<file path="config.mk">
export PLATFORM = sky130hd
export DESIGN_NAME = i2s_sample_feeder
export DESIGN_NICKNAME = d
export VERILOG_FILES = /design/src/rtl/i2s_sample_feeder.sv
export SDC_FILE = /design/constraint.sdc
export NUM_CORES = 1
export LEC_CHECK = 0
export BUFFER_PORTS_ARGS = -buffer_cell sky130_fd_sc_hd__buf_2
export CAP_MARGIN = 0
export CORE_MARGIN = 3
export CORE_UTILIZATION = 45
export CTS_CLUSTER_DIAMETER = 100
export CTS_CLUSTER_SIZE = 8
export DETAILED_ROUTE_END_ITERATION = 8
export PLACE_DENSITY = 0.63
export SLEW_MARGIN = 20
export SYNTH_ARGS = -nofsm -noshare
export SYNTH_HDL_FRONTEND = slang
export SYNTH_SLANG_ARGS = --single-unit
export TNS_END_PERCENT = 1
</file>
<file path="constraint.sdc">
create_clock -name i_clock -period 4.4 [get_ports i_clock]
set_input_delay 0.22 -clock i_clock [delete_from_list [all_inputs] [get_ports i_clock]]
set_output_delay 0.22 -clock i_clock [all_outputs]
set_load 0.03 [all_outputs]
</file>
<file path="src/rtl/i2s_sample_feeder.sv">
// Stereo sample FIFO feeding an I2S DAC serializer. Pairs are written with a
// valid/ready handshake and released once per LR frame, late in the LR-high
// half, as a single-cycle valid pulse. An empty FIFO at release time produces
// a zero pair and is recorded as an underrun.
module i2s_sample_feeder #(
  parameter int unsigned DEPTH       = 16,
  parameter int unsigned WIDTH       = 24,
  parameter int unsigned BCLK_OFFSET = 28
) (
  input  logic                   i_clock,
  input  logic                   i_reset_n,
  input  logic                   i_codec_bit_clock,
  input  logic                   i_codec_lr_clock,
  input  logic                   i_enable,
  input  logic [WIDTH-1:0]       i_sample_left,
  input  logic [WIDTH-1:0]       i_sample_right,
  input  logic                   i_sample_valid,
  output logic                   o_sample_ready,
  output logic [WIDTH-1:0]       o_data_left,
  output logic [WIDTH-1:0]       o_data_right,
  output logic                   o_data_valid,
  output logic [$clog2(DEPTH):0] o_fifo_level,
  output logic                   o_underrun,
  output logic [15:0]            o_underrun_count,
  input  logic                   i_clear_status
);

  localparam int unsigned AW         = $clog2(DEPTH);
  localparam int unsigned LW         = AW + 1;
  localparam logic [AW:0] FULL_LEVEL = LW'(DEPTH);
  // Counter value that the next qualifying bit-clock edge turns into BCLK_OFFSET.
  localparam logic [4:0]  HIT_COUNT  = 5'(BCLK_OFFSET - 1);

  // Synchronizers and edge detection
  logic bclk_meta, bclk_sync, bclk_dly, bclk_rise;
  logic lr_meta, lr_sync, lr_dly, lr_rise;

  // Frame timing
  logic [4:0] frame_count;
  logic       hit;
  logic       fired;
  logic       en_frame;
  logic       fire_now;

  // FIFO storage and state
  logic [2*WIDTH-1:0] mem [DEPTH];
  logic [AW-1:0]      wr_ptr, rd_ptr;
  logic [AW:0]        level, level_next;
  logic               full, push, pop, underrun_evt;

  // Two-flop synchronizers, delay flop and registered rising-edge flags
  always_ff @(posedge i_clock or negedge i_reset_n) begin
    if (!i_reset_n) begin
      bclk_meta <= 1'b0;
      bclk_sync <= 1'b0;
      bclk_dly  <= 1'b0;
      bclk_rise <= 1'b0;
      lr_meta   <= 1'b0;
      lr_sync   <= 1'b0;
      lr_dly    <= 1'b0;
      lr_rise   <= 1'b0;
    end else begin
      bclk_meta <= i_codec_bit_clock;
      bclk_sync <= bclk_meta;
      bclk_dly  <= bclk_sync;
      bclk_rise <= bclk_sync & ~bclk_dly;
      lr_meta   <= i_codec_lr_clock;
      lr_sync   <= lr_meta;
      lr_dly    <= lr_sync;
      lr_rise   <= lr_sync & ~lr_dly;
    end
  end

  // A frame boundary wins over a pending hit so a short frame never releases.
  assign fire_now = hit & ~fired & en_frame & ~lr_rise;

  // Bit counter within the LR-high half, one-shot release flag, per-frame enable
  always_ff @(posedge i_clock or negedge i_reset_n) begin
    if (!i_reset_n) begin
      frame_count <= 5'd0;
      hit         <= 1'b0;
      fired       <= 1'b0;
      en_frame    <= 1'b0;
    end else if (lr_rise) begin
      frame_count <= 5'd0;
      hit         <= 1'b0;
      fired       <= 1'b0;
      en_frame    <= i_enable;
    end else begin
      if (bclk_rise && lr_sync && frame_count != 5'd31) begin
        frame_count <= frame_count + 5'd1;
      end
      hit <= bclk_rise & lr_sync & (frame_count == HIT_COUNT);
      if (fire_now) begin
        fired <= 1'b1;
      end
    end
  end

  assign full           = (level == FULL_LEVEL);
  assign o_sample_ready = ~full;
  assign o_fifo_level   = level;
  assign push           = i_sample_valid & ~full;
  assign pop            = fire_now & (level != '0);
  assign underrun_evt   = fire_now & (level == '0);

  // Occupancy next state; simultaneous push and pop leaves it unchanged
  always_comb begin
    level_next = level;
    unique case ({push, pop})
      2'b10:   level_next = level + 1'b1;
      2'b01:   level_next = level - 1'b1;
      default: level_next = level;
    endcase
  end

  // Sample storage; contents are don't-care outside the occupied window
  always_ff @(posedge i_clock) begin
    if (push) begin
      mem[wr_ptr] <= {i_sample_left, i_sample_right};
    end
  end

  // FIFO pointers and level; pointers wrap naturally since DEPTH is a power of 2
  always_ff @(posedge i_clock or negedge i_reset_n) begin
    if (!i_reset_n) begin
      wr_ptr <= '0;
      rd_ptr <= '0;
      level  <= '0;
    end else begin
      if (push) begin
        wr_ptr <= wr_ptr + 1'b1;
      end
      if (pop) begin
        rd_ptr <= rd_ptr + 1'b1;
      end
      level <= level_next;
    end
  end

  // Release outputs: popped pair or zeros, held until the next release
  always_ff @(posedge i_clock or negedge i_reset_n) begin
    if (!i_reset_n) begin
      o_data_left  <= '0;
      o_data_right <= '0;
      o_data_valid <= 1'b0;
    end else begin
      o_data_valid <= fire_now;
      if (fire_now) begin
        if (pop) begin
          {o_data_left, o_data_right} <= mem[rd_ptr];
        end else begin
          o_data_left  <= '0;
          o_data_right <= '0;
        end
      end
    end
  end

  // Sticky underrun flag and saturating count; a coincident underrun beats clear
  always_ff @(posedge i_clock or negedge i_reset_n) begin
    if (!i_reset_n) begin
      o_underrun       <= 1'b0;
      o_underrun_count <= 16'd0;
    end else if (underrun_evt) begin
      o_underrun <= 1'b1;
      if (i_clear_status) begin
        o_underrun_count <= 16'd1;
      end else if (o_underrun_count != 16'hFFFF) begin
        o_underrun_count <= o_underrun_count + 16'd1;
      end
    end else if (i_clear_status) begin
      o_underrun       <= 1'b0;
      o_underrun_count <= 16'd0;
    end
  end

endmodule

</file>
==> flow_summary_export.csv <==
group,metric,value,unit
status,status,"completed",
cells_and_area,stdcell_count,2864,
worst_setup_path,crit_top_cell,"nand2_1",
worst_setup_path,crit_slowest_cell,"nor2_4",
worst_setup_path,slowest_delay,860,ps
sta,rsz0062_at_grt,"no",
sta,fin_worst_skew,37.7,ps
clock_tree,clock_path_buffers,3,
power_and_ir_drop,ir_worst_vdd,0.000301,V
worst_setup_path,end_kind,"register",
cells_and_area,postLayoutCoreUtil,54.2,%
die,die_x,277,um
clock_tree,ctsHtreeMaxLevel,3,
clock_tree,clk_latency,680,ps
worst_setup_path,arrival,3270,ps
die,fp.dieH,277,um
sta,hold_ws,112,ps
worst_setup_path,r2r_slack,1460,ps
detailed_routing,ant_nets,0,
logic_synthesis,yosysWarnings,0,
detailed_routing,first_pass_iters,5,
worst_setup_path,crit_type,"register to register",
placement,finalWeightedCongestion,0.809,
cells_and_area,finalInstanceArea,0.0391,sq mm
detailed_routing,vias,16200,
cells_and_area,finalNetCount,1877,
clock_tree,clock_sinks,863,
cells_and_area,layout_commonest_cell,"edfxtp_1",
placement,hpwl,36.7,mm
logic_synthesis,async_reset_ff_share,11.0,%
logic_synthesis,ys_seq_elements,863,
detailed_routing,first_iter_violations,1364,
job,cap_viol_max_count,0,
logic_synthesis,synth_top_area_cell,"edfxtp_1",
detailed_routing,wl_per_cell,25.0,um
worst_setup_path,crit_required,4730,ps
sta,max_freq,340,MHz
worst_setup_path,startpoint_type,"register",
sta,relSlewSlack,32.0,%
power_and_ir_drop,finalPower,19700,uW
sta,fin_crit_sh,66.9,%
sta,min_period,2940,ps
placement,placed_cell_area,0.0352,sq mm
logic_synthesis,synth_edf_count,768,
clock_tree,tritoncts,"built",
cells_and_area,area_delta_synth_final,18.2,%
global_routing,grt_remaining_overflow,0,
die,coreArea,0.0722,sq mm
cells_and_area,num_antenna_cells,0,
global_routing,track_usage,18.9,%
clock_tree,cts_root_buffer,"clkbuf_16",
worst_setup_path,critPathMaxFanout,28,
global_routing,grt_pass1_wl,110,mm
sta,finalSetupViolCount,0,
logic_synthesis,syn_nets,1631,
clock_tree,cts.reportedPaths.clkPinSlew,50,ps
logic_synthesis,yosysSeqAreaShare,76.8,%
die,fp-row-count,98,
detailed_routing,via_per_inst,5.64,
logic_synthesis,avgSynthCellArea,21.2,sq um
sta,slew_violations,0,
placement,dp_cells,2588,
sta,worst_slew_pin_slew,1020,ps
power_and_ir_drop,p_per_area,503,mW/mm^2
logic_synthesis,synthTopCellsByArea,"edfxtp_1, mux4_2, dfrtp_1",
logic_synthesis,synth_cells,1564,
clock_tree,post_cts_buffers,0,
logic_synthesis,synth_area,0.0331,sq mm
die,die_area,0.0769,sq mm
logic_synthesis,synth_top_flop_cell,"edfxtp_1",
min_path,hold_path.class,"input pin to register",
detailed_routing,drcViolationCount,0,
clock_tree,cts_buffers,117,
global_routing,antenna_found_initial,2,
cells_and_area,drive_above_1_share,26.7,%
worst_setup_path,crit_chain,"nor4_1 > nand2_1 > and2_1 > nand2_1 > nor2_4 > buf_12",
power_and_ir_drop,p_leak,0.0128,uW
logic_synthesis,synth_top_cell_area_share,69.6,%
detailed_routing,wirelength,71.5,mm
die,io_pins,127,
placement,io_buffers,126,
sta,hold_violations,0,
die,start_util,45.9,%
cells_and_area,layout_common_cells,"edfxtp_1, mux4_2, buf_2",
global_routing,grt_max_degree,63,
global_routing,grt_pass1_vias,17200,
logic_synthesis,synth_cell_types,44,
-- final timing paths --
path | cells past startpoint | end | startpoint
max | 6 | mem[12][35] | o_fifo_level[1]
min in group asynchronous | 2 | o_underrun_count[6] | i_reset_n
max reg2reg | 6 | mem[12][35] | o_fifo_level[1]
max in group asynchronous | 3 | o_data_left[4] | i_reset_n
min reg2reg | 0 | bclk_sync | bclk_meta
min | 3 | wr_ptr[0] | i_sample_valid
-- critical path, delay by kind of cell, from the launching register on --
kind,cells,cell delay (ps)
DFF,1,530
and+or+nand+nor,5,1700
buffers and inverters,1,330
-- report_power, final --
group	switching, uW	internal, uW
logic	986	428
clock network	3280	5050
registers	224	9720
-- cells by family (layout without fill, tap and decap cells) --
group / Yosys count / in the layout / synth area share, %
AO/OA/AOI/OAI: 164 / 164 / 3.46
flip-flops: 863 / 863 / 76.8
buffers and inverters: 99 / 449 / 1.35
XOR/XNOR: 28 / 28 / 0.740
multiplexers: 244 / 244 / 14.6
AND/OR/NAND/NOR: 154 / 154 / 2.56
adder cells (fa/ha/maj): 12 / 12 / 0.453
-- flip-flops by register name (all words and copies together), names as in the netlist, 4 cells and up --
register          flops
o_data_right         24
o_fifo_level          5
wr_ptr                4
o_data_left          24
mem                 768
o_underrun_count     16
frame_count           5
rd_ptr                4
-- layout make-up --
type | count | area [sq um]
Multi-Input combinational cell | 602 | 7380
Clock buffer | 218 | 3350
Fill cell | 5481 | 33100
Tap cell | 950 | 1190
Clock inverter | 5 | 93.8
Timing Repair Buffer | 218 | 1640
Sequential cell | 863 | 25500
Inverter | 8 | 30.0
-- per-layer routing --
| metal | global-route usage (%) | vias up | wire length, um |
|---|---|---|---|
| li1 | - | 6990 | - |
| met1 | 26.7 | 8616 | 31500 |
| met2 | 30.6 | 450 | 35000 |
| met3 | 3.27 | 100 | 3800 |
| met4 | 5.04 | 2 | 1210 |
| met5 | 0 | - | 11 |
-- per-stage QoR --
step,worst slack (ps),setup TNS [ps]
after detailed placement,1480,0
after global routing,1300,0
final,1460,0
after floorplan,-948,-136320
after CTS,1420,0
after global placement,1540,0
-- synthesized netlist by cell type, drive strengths merged, types with 5 or more instances --
cell type,instances
nor2,36
mux4,192
o21ai,5
nand3,8
clkbuf,52
xnor2,7
nand2,19
buf,39
inv,8
nand4,14
nor2b,50
dfrtp,95
nor3,6
edfxtp,768
mux2i,49
a21oi,54
and3,5
a22o,49
xor2,21
a211oi,48
ha,12
-- repair_timing --
action / CTS / global route
hold buffers: 53 / 0
hold endpoints to repair: 843 / 0
resized for setup: 0 / 0
Note: power is estimated with default switching activity, not from simulation.
